--- src/rtl/mux4_rr_sel_arbiter.sv ---
// Round-robin 4-way grant with hold timer; drives the 4:1 mux select, 1-cycle req->grant latency.
// No backpressure: the holder keeps the path until done, request drop or HOLD_MAX expiry.
module mux4_rr_sel_arbiter #(
  parameter int HOLD_MAX = 8
) (
  input  logic       clk,
  input  logic       rst,
  input  logic [3:0] req,
  input  logic       done,
  output logic [1:0] sel,
  output logic [3:0] grant,
  output logic       valid
);

  localparam logic [7:0] HOLD_LIM = 8'(HOLD_MAX);

  typedef enum logic {IDLE, GRANT} state_t;

  state_t     state;
  logic [1:0] ptr;
  logic [7:0] cnt;

  logic       release_now;
  logic [1:0] base;
  logic [1:0] idx;
  logic [1:0] win;
  logic       hit;

  // On release the search starts just past the holder, so it becomes lowest priority.
  always_comb begin
    release_now = (state == GRANT) && (done || !req[sel] || (cnt == HOLD_LIM));
    base        = release_now ? sel + 2'd1 : ptr;
    hit         = 1'b0;
    win         = base;
    idx         = base;
    for (int i = 3; i >= 0; i--) begin
      idx = base + 2'(i);
      if (req[idx]) begin
        hit = 1'b1;
        win = idx;
      end
    end
  end

  always_ff @(posedge clk or posedge rst) begin
    if (rst) begin
      state <= IDLE;
      ptr   <= 2'd0;
      cnt   <= 8'd0;
      sel   <= 2'd0;
      grant <= 4'b0000;
      valid <= 1'b0;
    end else begin
      case (state)
        IDLE: begin
          if (hit) begin
            state <= GRANT;
            sel   <= win;
            grant <= 4'b0001 << win;
            valid <= 1'b1;
            cnt   <= 8'd1;
          end
        end
        GRANT: begin
          if (release_now) begin
            ptr <= sel + 2'd1;
            if (hit) begin
              sel   <= win;
              grant <= 4'b0001 << win;
              cnt   <= 8'd1;
            end else begin
              state <= IDLE;
              valid <= 1'b0;
              grant <= 4'b0000;
            end
          end else if (cnt != 8'hFF) begin
            cnt <= cnt + 8'd1;
          end
        end
        default: state <= IDLE;
      endcase
    end
  end

endmodule

--- config.mk ---
export PLATFORM = sky130hd
export DESIGN_NAME = mux4_rr_sel_arbiter
export DESIGN_NICKNAME = d
export VERILOG_FILES = /design/src/rtl/mux4_rr_sel_arbiter.sv
export SDC_FILE = /design/constraint.sdc
export NUM_CORES = 1
export LEC_CHECK = 0
export BUFFER_PORTS_ARGS = -buffer_cell sky130_fd_sc_hd__buf_2
export CAP_MARGIN = 5
export CORE_MARGIN = 2
export CORE_UTILIZATION = 56
export CTS_CLUSTER_DIAMETER = 30
export CTS_CLUSTER_SIZE = 14
export DETAILED_ROUTE_END_ITERATION = 10
export PLACE_DENSITY = 0.87
export SYNTH_ARGS = -nofsm -noshare
export SYNTH_HDL_FRONTEND = slang
export SYNTH_SLANG_ARGS = --single-unit
--- constraint.sdc ---
create_clock -name clk -period 3.1 [get_ports clk]
set_clock_uncertainty 0.15 [all_clocks]
set_input_delay 0.62 -clock clk [delete_from_list [all_inputs] [get_ports clk]]
set_output_delay 0.62 -clock clk [all_outputs]
set_load 0.005 [all_outputs]
* Yosys cells after proc, flatten, opt, wreduce, memory -nomap -nowiden
Index checks and enable logic that the tools add are counted.
W data, S select, Z words.
** Cells by class
- $add $sub $neg :: 5
- Magnitude comparators :: 5
- Equality and inequality tests :: 6
- Shifts and indexed selects :: 1
- Muxes and demuxes :: 37
- Bitwise operators :: 1
- Reductions and logical operators :: 6
** Operator list (count)
- $mux W8 :: 3
- $pmux W8 S2 :: 1
- $lt A2 B3 Y1 const B :: 5
- $mux W1 :: 14
- $mux W2 :: 7
- $mux W4 :: 3
- $bmux W1 S2 :: 5
- $add A8 B1 Y8 const B :: 1
- $eq A8 B4 Y1 const B :: 1
- $ne A8 B8 Y1 const B :: 1
- $pmux W4 S2 :: 1
- $add A2 B1 Y2 const B :: 2
- $add A2 B2 Y2 const B :: 2
- $ne A2 B2 Y1 const B :: 2
- $pmux W1 S2 :: 2
- $pmux W2 S2 :: 1
- $shl A1 B2 Y4 const A :: 1
- $ne A3 B1 Y1 const B :: 1
- $reduce_and A3 Y1 :: 1
- $logic_or A1 B1 Y1 :: 2
- $ne A2 B1 Y1 const B :: 1
- $reduce_and A2 Y1 :: 1
- $logic_and A1 B1 Y1 :: 1
- $logic_not A1 Y1 :: 1
- $not A1 Y1 :: 1
** Storage, ports and cells
- Register bits after elaboration :: 18
- Input bits :: 7
- Output and inout bits :: 7
- Logic and storage cells :: 67

* Depth between registers and ports, before layout
- Depth in word-level cells :: 18
- Mapped depth :: 9
- Mapped depth without buffers :: 8

* Least setup slack after synthesis
OpenSTA, ideal clock, no wires.
- Kind :: flip-flop to flip-flop
- Start :: reg cnt[0]
- End :: reg grant[1]
- Arrival :: 2363 ps
- Slack :: 466 ps
- Stages on the path, launching flop included :: 9
- Clock period less this slack :: 2634 ps
- Cell sequence :: dfrtp_1 -> inv_1 -> ha_1 -> or4b_4 -> o211ai_4 -> a21oi_4 -> or4b_4 -> and4_4 -> a32o_1
** On the way
- Cells in the longest elaborated chain, start to end :: 15
- Elaborated cells between the ends (all ways) :: 31
- Those cells by class :: add/sub: 3; eq/ne: 3; shift: 1; mux: 21; reduce/logical: 3
** RTL lines
- from (decl) :: RTL line 21 : logic [7:0] cnt;
- from (signal assigned) :: RTL line 77 : cnt <= cnt + 8'd1;
- $eq A8 B4 Y1 * :: RTL line 31 : release_now = (state == GRANT) && (done || !req[sel] || (cnt == HOLD_LIM));
- $logic_or A1 B1 Y1 * :: RTL line 31
- $logic_and A1 B1 Y1 * :: RTL line 31
- $mux W2
- $add A2 B2 Y2 :: RTL line 37 : idx = base + 2'(i);
- $bmux W1 S2 :: RTL line 38 : if (req[idx]) begin
- $mux W1 (not written as such) :: RTL line 38
- $mux W2 (4 in series) :: RTL line 38
- $shl A1 B2 Y4 :: RTL line 59, 69
- $mux W4 :: RTL line 67 : if (hit) begin
- $mux W4 :: RTL line 65 : if (release_now) begin
- $pmux W4 S2 :: RTL line 54 : case (state)
- to (signal assigned) :: RTL line 59 : grant <= 4'b0001 << win;
- to (signal assigned) :: RTL line 69 : grant <= 4'b0001 << win;
- to (decl) :: RTL line 11 : output logic [3:0] grant,
Mark *: on every way between the ends. The rest lies on a longest branch, timed or not. The select of a mux whose other input is x is not followed.
A chain may end at the register's enable or synchronous reset.

* Final worst setup path
Same ends and word-level chain as after synthesis.

==> results.md <==
Outcome:
- The flow ran to the end, and the final reports show no timing, DRC or antenna violations.

Pwr:
- For this design the static power due to leakage is 0.557 nW.
- The fraction of power consumed by sequential logic is 0.372.
- The net switching power is 0.403 mW.
- The largest vdd supply drop is 0.373 mV.
- The internal power contribution is 0.569 mW.
- Of the total power, the clock network draws 0.153.
- Of the total power, the share spent switching nets is 0.415.
- Power spread over the standard cell area amounts to 779 nW/um^2.
- The share of total power dissipated in combinational logic is 0.475.

Drt:
- The wire length per cell is 16.5 um.
- The number of optimization iterations in the first detailed-route pass is 4.
- The final antenna-violating net count is 0.
- For this block, the initial DRC count from the detailed router was 41.
- Across all layers, the routed design uses 1025 vias.
- For this run, design rule violations remaining after detail routing come to 0.
- The sum of routed wire length over all layers is 2640 um.
- After detailed routing, the number of vias per cell comes to 6.41.

Timing:
- After layout, the minimum clock period comes to 2.81 ns.
- The number of failing setup endpoints in the final timing report is 0.
- The max-slew headroom at the worst pin is 0.540.
- Setup total negative slack on the finished layout was measured at 0 ns.
- Setup repair after global routing left no endpoint under its margin.
- The final count of hold timing violations is 0.
- The transition time at the pin with the least slew margin is 0.689 ns.
- Dividing the final minimum period by the clock period gives 0.906.
- The final number of max-transition violations is 0.
- The achievable clock frequency is 356 MHz.

Cells and area:
- The repair_antennas step left the layout with diodes totalling 0.
- The number of filler instances in the final layout is 159.
- The number of nets in the layout is 143.
- The finished layout holds 160 standard cells, fillers aside.
- The area growth from synthesis to layout is 11.1%.
- Of the cells placed in the final design, the portion with a size suffix greater than 1 is 0.211.

Die:
- After floorplanning, the core was sized to cover 1920 um^2.
- The initial core utilization is 0.584.
- Measured along the x axis, the die boundary spans 48.8 um.
- Row generation in the floorplan step produced 16 rows.
- The number of I/O pins is 14.
- Measured along the y axis, the die boundary spans 48.8 um.
- The die covers 2380 um^2.

Global routing:
- The initial antenna violation count came to 0.
- Entering global routing, the biggest net connects 19 pins.
- The aggregate global-route resource usage is 0.259.
- The layer with the highest usage after global routing is met2.
- The final global-route overflow total is 0.
- The met1 demand-to-capacity share in global routing is 0.298.
- The wire length of the first global-routing pass is 4730 um.
- In the global route stage, met3 resource usage came out at 0.0617.
- The via count of the first global-routing pass was 1063.
- For this run, global-route usage on met2 was measured as 0.425.

Clocking:
- The number of gates resized after CTS was 0.
- The clock passes through at most 2 buffers.
- The number of buffers inserted to repair setup after CTS is 0.
- After clock tree synthesis, the clock-pin slew on the worst setup and hold paths is 0.11 ns.
- TritonCTS built the clock tree.
- In this run, post-CTS hold repair placed 0 buffers.
- CTS placed an instance of sky130_fd_sc_hd__clkbuf_4 at the clock tree root.
- At the later pin of the worst-skew pair, clock insertion delay measures 0.30 ns.
- The level count of the clock H-tree is 1.
- The number of clock buffers inserted by TritonCTS is 3.
- The sink count of the clock tree is 18.

Logic synthesis:
- sky130_fd_sc_hd__dfrtp_1 is the most common cell in the netlist.
- The unique cell type count in the Yosys netlist is 41.
- The post-synthesis register bit count is 18.
- The part of the Yosys area used for sequential elements is 0.401.
- In this run, synthesis inferred 0 flip-flops with an integrated enable.
- The synthesized area divided by synthesized cell count is 9.51 um^2.
- The largest family of logic cells by synthesized area is compound AO/OA/AOI/OAI gates.
- The area share of the largest cell type after synthesis is 0.401.
- The mapped netlist covers 1120 um^2.
- Of the total synthesized cell area, the portion taken by AND, OR, NAND and NOR gates is 0.185.
- The gate count of the mapped netlist is 118.
- The post-synthesis compound-gate area fraction came to 0.270.
- In the synthesized netlist, the cells that appear most often are sky130_fd_sc_hd__dfrtp_1 (18), sky130_fd_sc_hd__nand2_1 (13), sky130_fd_sc_hd__inv_1 (12), sky130_fd_sc_hd__nor2_1 (9), sky130_fd_sc_hd__o21ai_0 (9).
- The commonest register cell after synthesis is sky130_fd_sc_hd__dfrtp_1.
- The multiplexer area fraction after synthesis is 0.0479.
- The number of warning messages in the yosys log is 0.
- The share of synthesized registers carrying an async set or reset is 1.00.
- The number of nets in the synthesized netlist is 127.
- Of the total synthesized cell area, the portion taken by XOR and XNOR cells is 0.0156.
- The biggest area contributor in the post-synthesis netlist is sky130_fd_sc_hd__dfrtp_1.
- Of the total synthesized cell area, the portion taken by full adders, half adders and majority gates is 0.0312.
- Sorting the synthesized cells by area gives the leading types as sky130_fd_sc_hd__dfrtp_1 (40%), sky130_fd_sc_hd__nand2_1 (4.3%), sky130_fd_sc_hd__o21ai_0 (4.0%).

Worst setup path:
- STA classifies the critical path startpoint as a flip-flop.
- The most numerous cell type found on the critical path is sky130_fd_sc_hd__or4b_4.
- The data arrival time of the critical path is 2.86 ns.
- On the worst path, the slowest cell contributes a delay of 0.57 ns.
- The signal on the critical path passes through inv_1, ha_1, or4b_4, o211ai_4, a21oi_4, or4b_4, and4_4, a32o_1.
- The class of the most critical setup path is reg2reg.
- In this run the worst path has a maximum fanout of 8.
- STA classifies the critical path endpoint as a flip-flop.
- For this design, the slowest cell found on the critical path is sky130_fd_sc_hd__or4b_4.
- STA puts the critical path data required time at 3.15 ns.

Placement:
- The wire-length estimate of the detail-placed layout is 1980 um.
- The number of buffer cells added on primary ports is 13.
- The cell count after placement is 156.
- The congestion estimate from routability-driven global placement came to 0.851.

Hold path:
- In this run the worst hold path is classified as in2async.

Run:
- The tool flagged a number of max-cap violations equal to 0.
per-layer routing:
| metal | vias to the layer above | routed length, um | share of wire |
|---|---|---|---|
| li1 | 472 | - | - |
| met1 | 493 | 1060 | 0.40 |
| met2 | 45 | 1290 | 0.49 |
| met3 | 15 | 160 | 0.061 |
| met4 | 0 | 120 | 0.046 |
| met5 | - | 0 | 0 |
final timing paths:
| kind | startpoint | to | slack [ns] | cells past startpoint |
|---|---|---|---|---|
| max | cnt[0]$_DFFE_PP0P_ | grant[1]$_DFFE_PP0P_ | 0.29 | 8 |
| min | rst | cnt[4]$_DFFE_PP0P_ | 0.25 | 2 |
| max reg2reg | cnt[0]$_DFFE_PP0P_ | grant[1]$_DFFE_PP0P_ | 0.29 | 8 |
| min reg2reg | grant[1]$_DFFE_PP0P_ | grant[1]$_DFFE_PP0P_ | 0.36 | 1 |
| max in group asynchronous | rst | ptr[1]$_DFFE_PP0P_ | 2.11 | 2 |
| min in group clk | grant[1]$_DFFE_PP0P_ | grant[1]$_DFFE_PP0P_ | 0.36 | 1 |
cells by family (layout without fill, tap and decap cells):
kind of cell | Yosys count | after routing
AND/OR/NAND/NOR | 39 | 39
AO/OA/AOI/OAI | 38 | 38
flip-flops | 18 | 18
buffers and inverters | 14 | 29
multiplexers | 4 | 4
adder cells (fa/ha/maj) | 3 | 3
XOR/XNOR | 2 | 2
registers in the layout, indices dropped and copies added, names as in the netlist:
name	flops
sel	2
cnt	8
state	1
valid	1
ptr	2
grant	4
final cells by class:
| cell class | count | area (um^2) | share of cell area |
|---|---|---|---|
| Clock buffer | 4 | 36.3 | 0.0291 |
| Inverter | 12 | 45.0 | 0.0361 |
| Multi-Input combinational cell | 86 | 617 | 0.494 |
| Sequential cell | 18 | 450 | 0.361 |
| Tap cell | 27 | 33.8 | 0.0271 |
| Timing Repair Buffer | 13 | 65.1 | 0.0522 |
through the flow:
step	total power, mW	hold slack (ns)	area (um^2)	utilization	setup slack (ns)
final	0.971	0.253	1250	0.649	0.290
after global routing	1.04	0.302	1250	0.649	0.201
after CTS	0.966	0.274	1250	0.649	0.296
after detailed placement	0.818	0.332	1210	0.630	0.273
after global placement	0.786	0.320	1210	0.630	0.330
after floorplan	0.697	0.323	1120	-	0.466
layout by cell type, fill, tap and decap left out, drive strengths merged, types with 2 or more instances in the layout:
cell type  instances
a211oi             2
a21oi              5
a31oi              3
a32o               2
and3               3
buf               13
clkbuf             4
dfrtp             18
ha                 2
inv               12
mux2i              2
nand2             13
nand3              3
nand4              4
nor2               9
nor2b              2
o211ai             3
o21ai              9
o22ai              2
o31ai              3
or4b               2
xnor2              2
power groups by stage:
stage	clock network [mW]	registers [mW]	logic [mW]
5_1_grt	0.163	0.371	0.510
2_1_floorplan	0	0.354	0.342
3_5_place_dp	0	0.364	0.455
6_report	0.148	0.361	0.462
3_3_place_gp	0	0.360	0.426
4_1_cts	0.148	0.361	0.457
worst max-delay path: cells and delay by family (launching register included):
family	cells	cell delay (ns)
AND/OR/NAND/NOR	3	1.25
AO/OA/AOI/OAI	3	0.64
flip-flops	1	0.45
adder cells (fa/ha/maj)	1	0.14
buffers and inverters	1	0.08
Note: power is estimated with default switching activity, not from simulation.
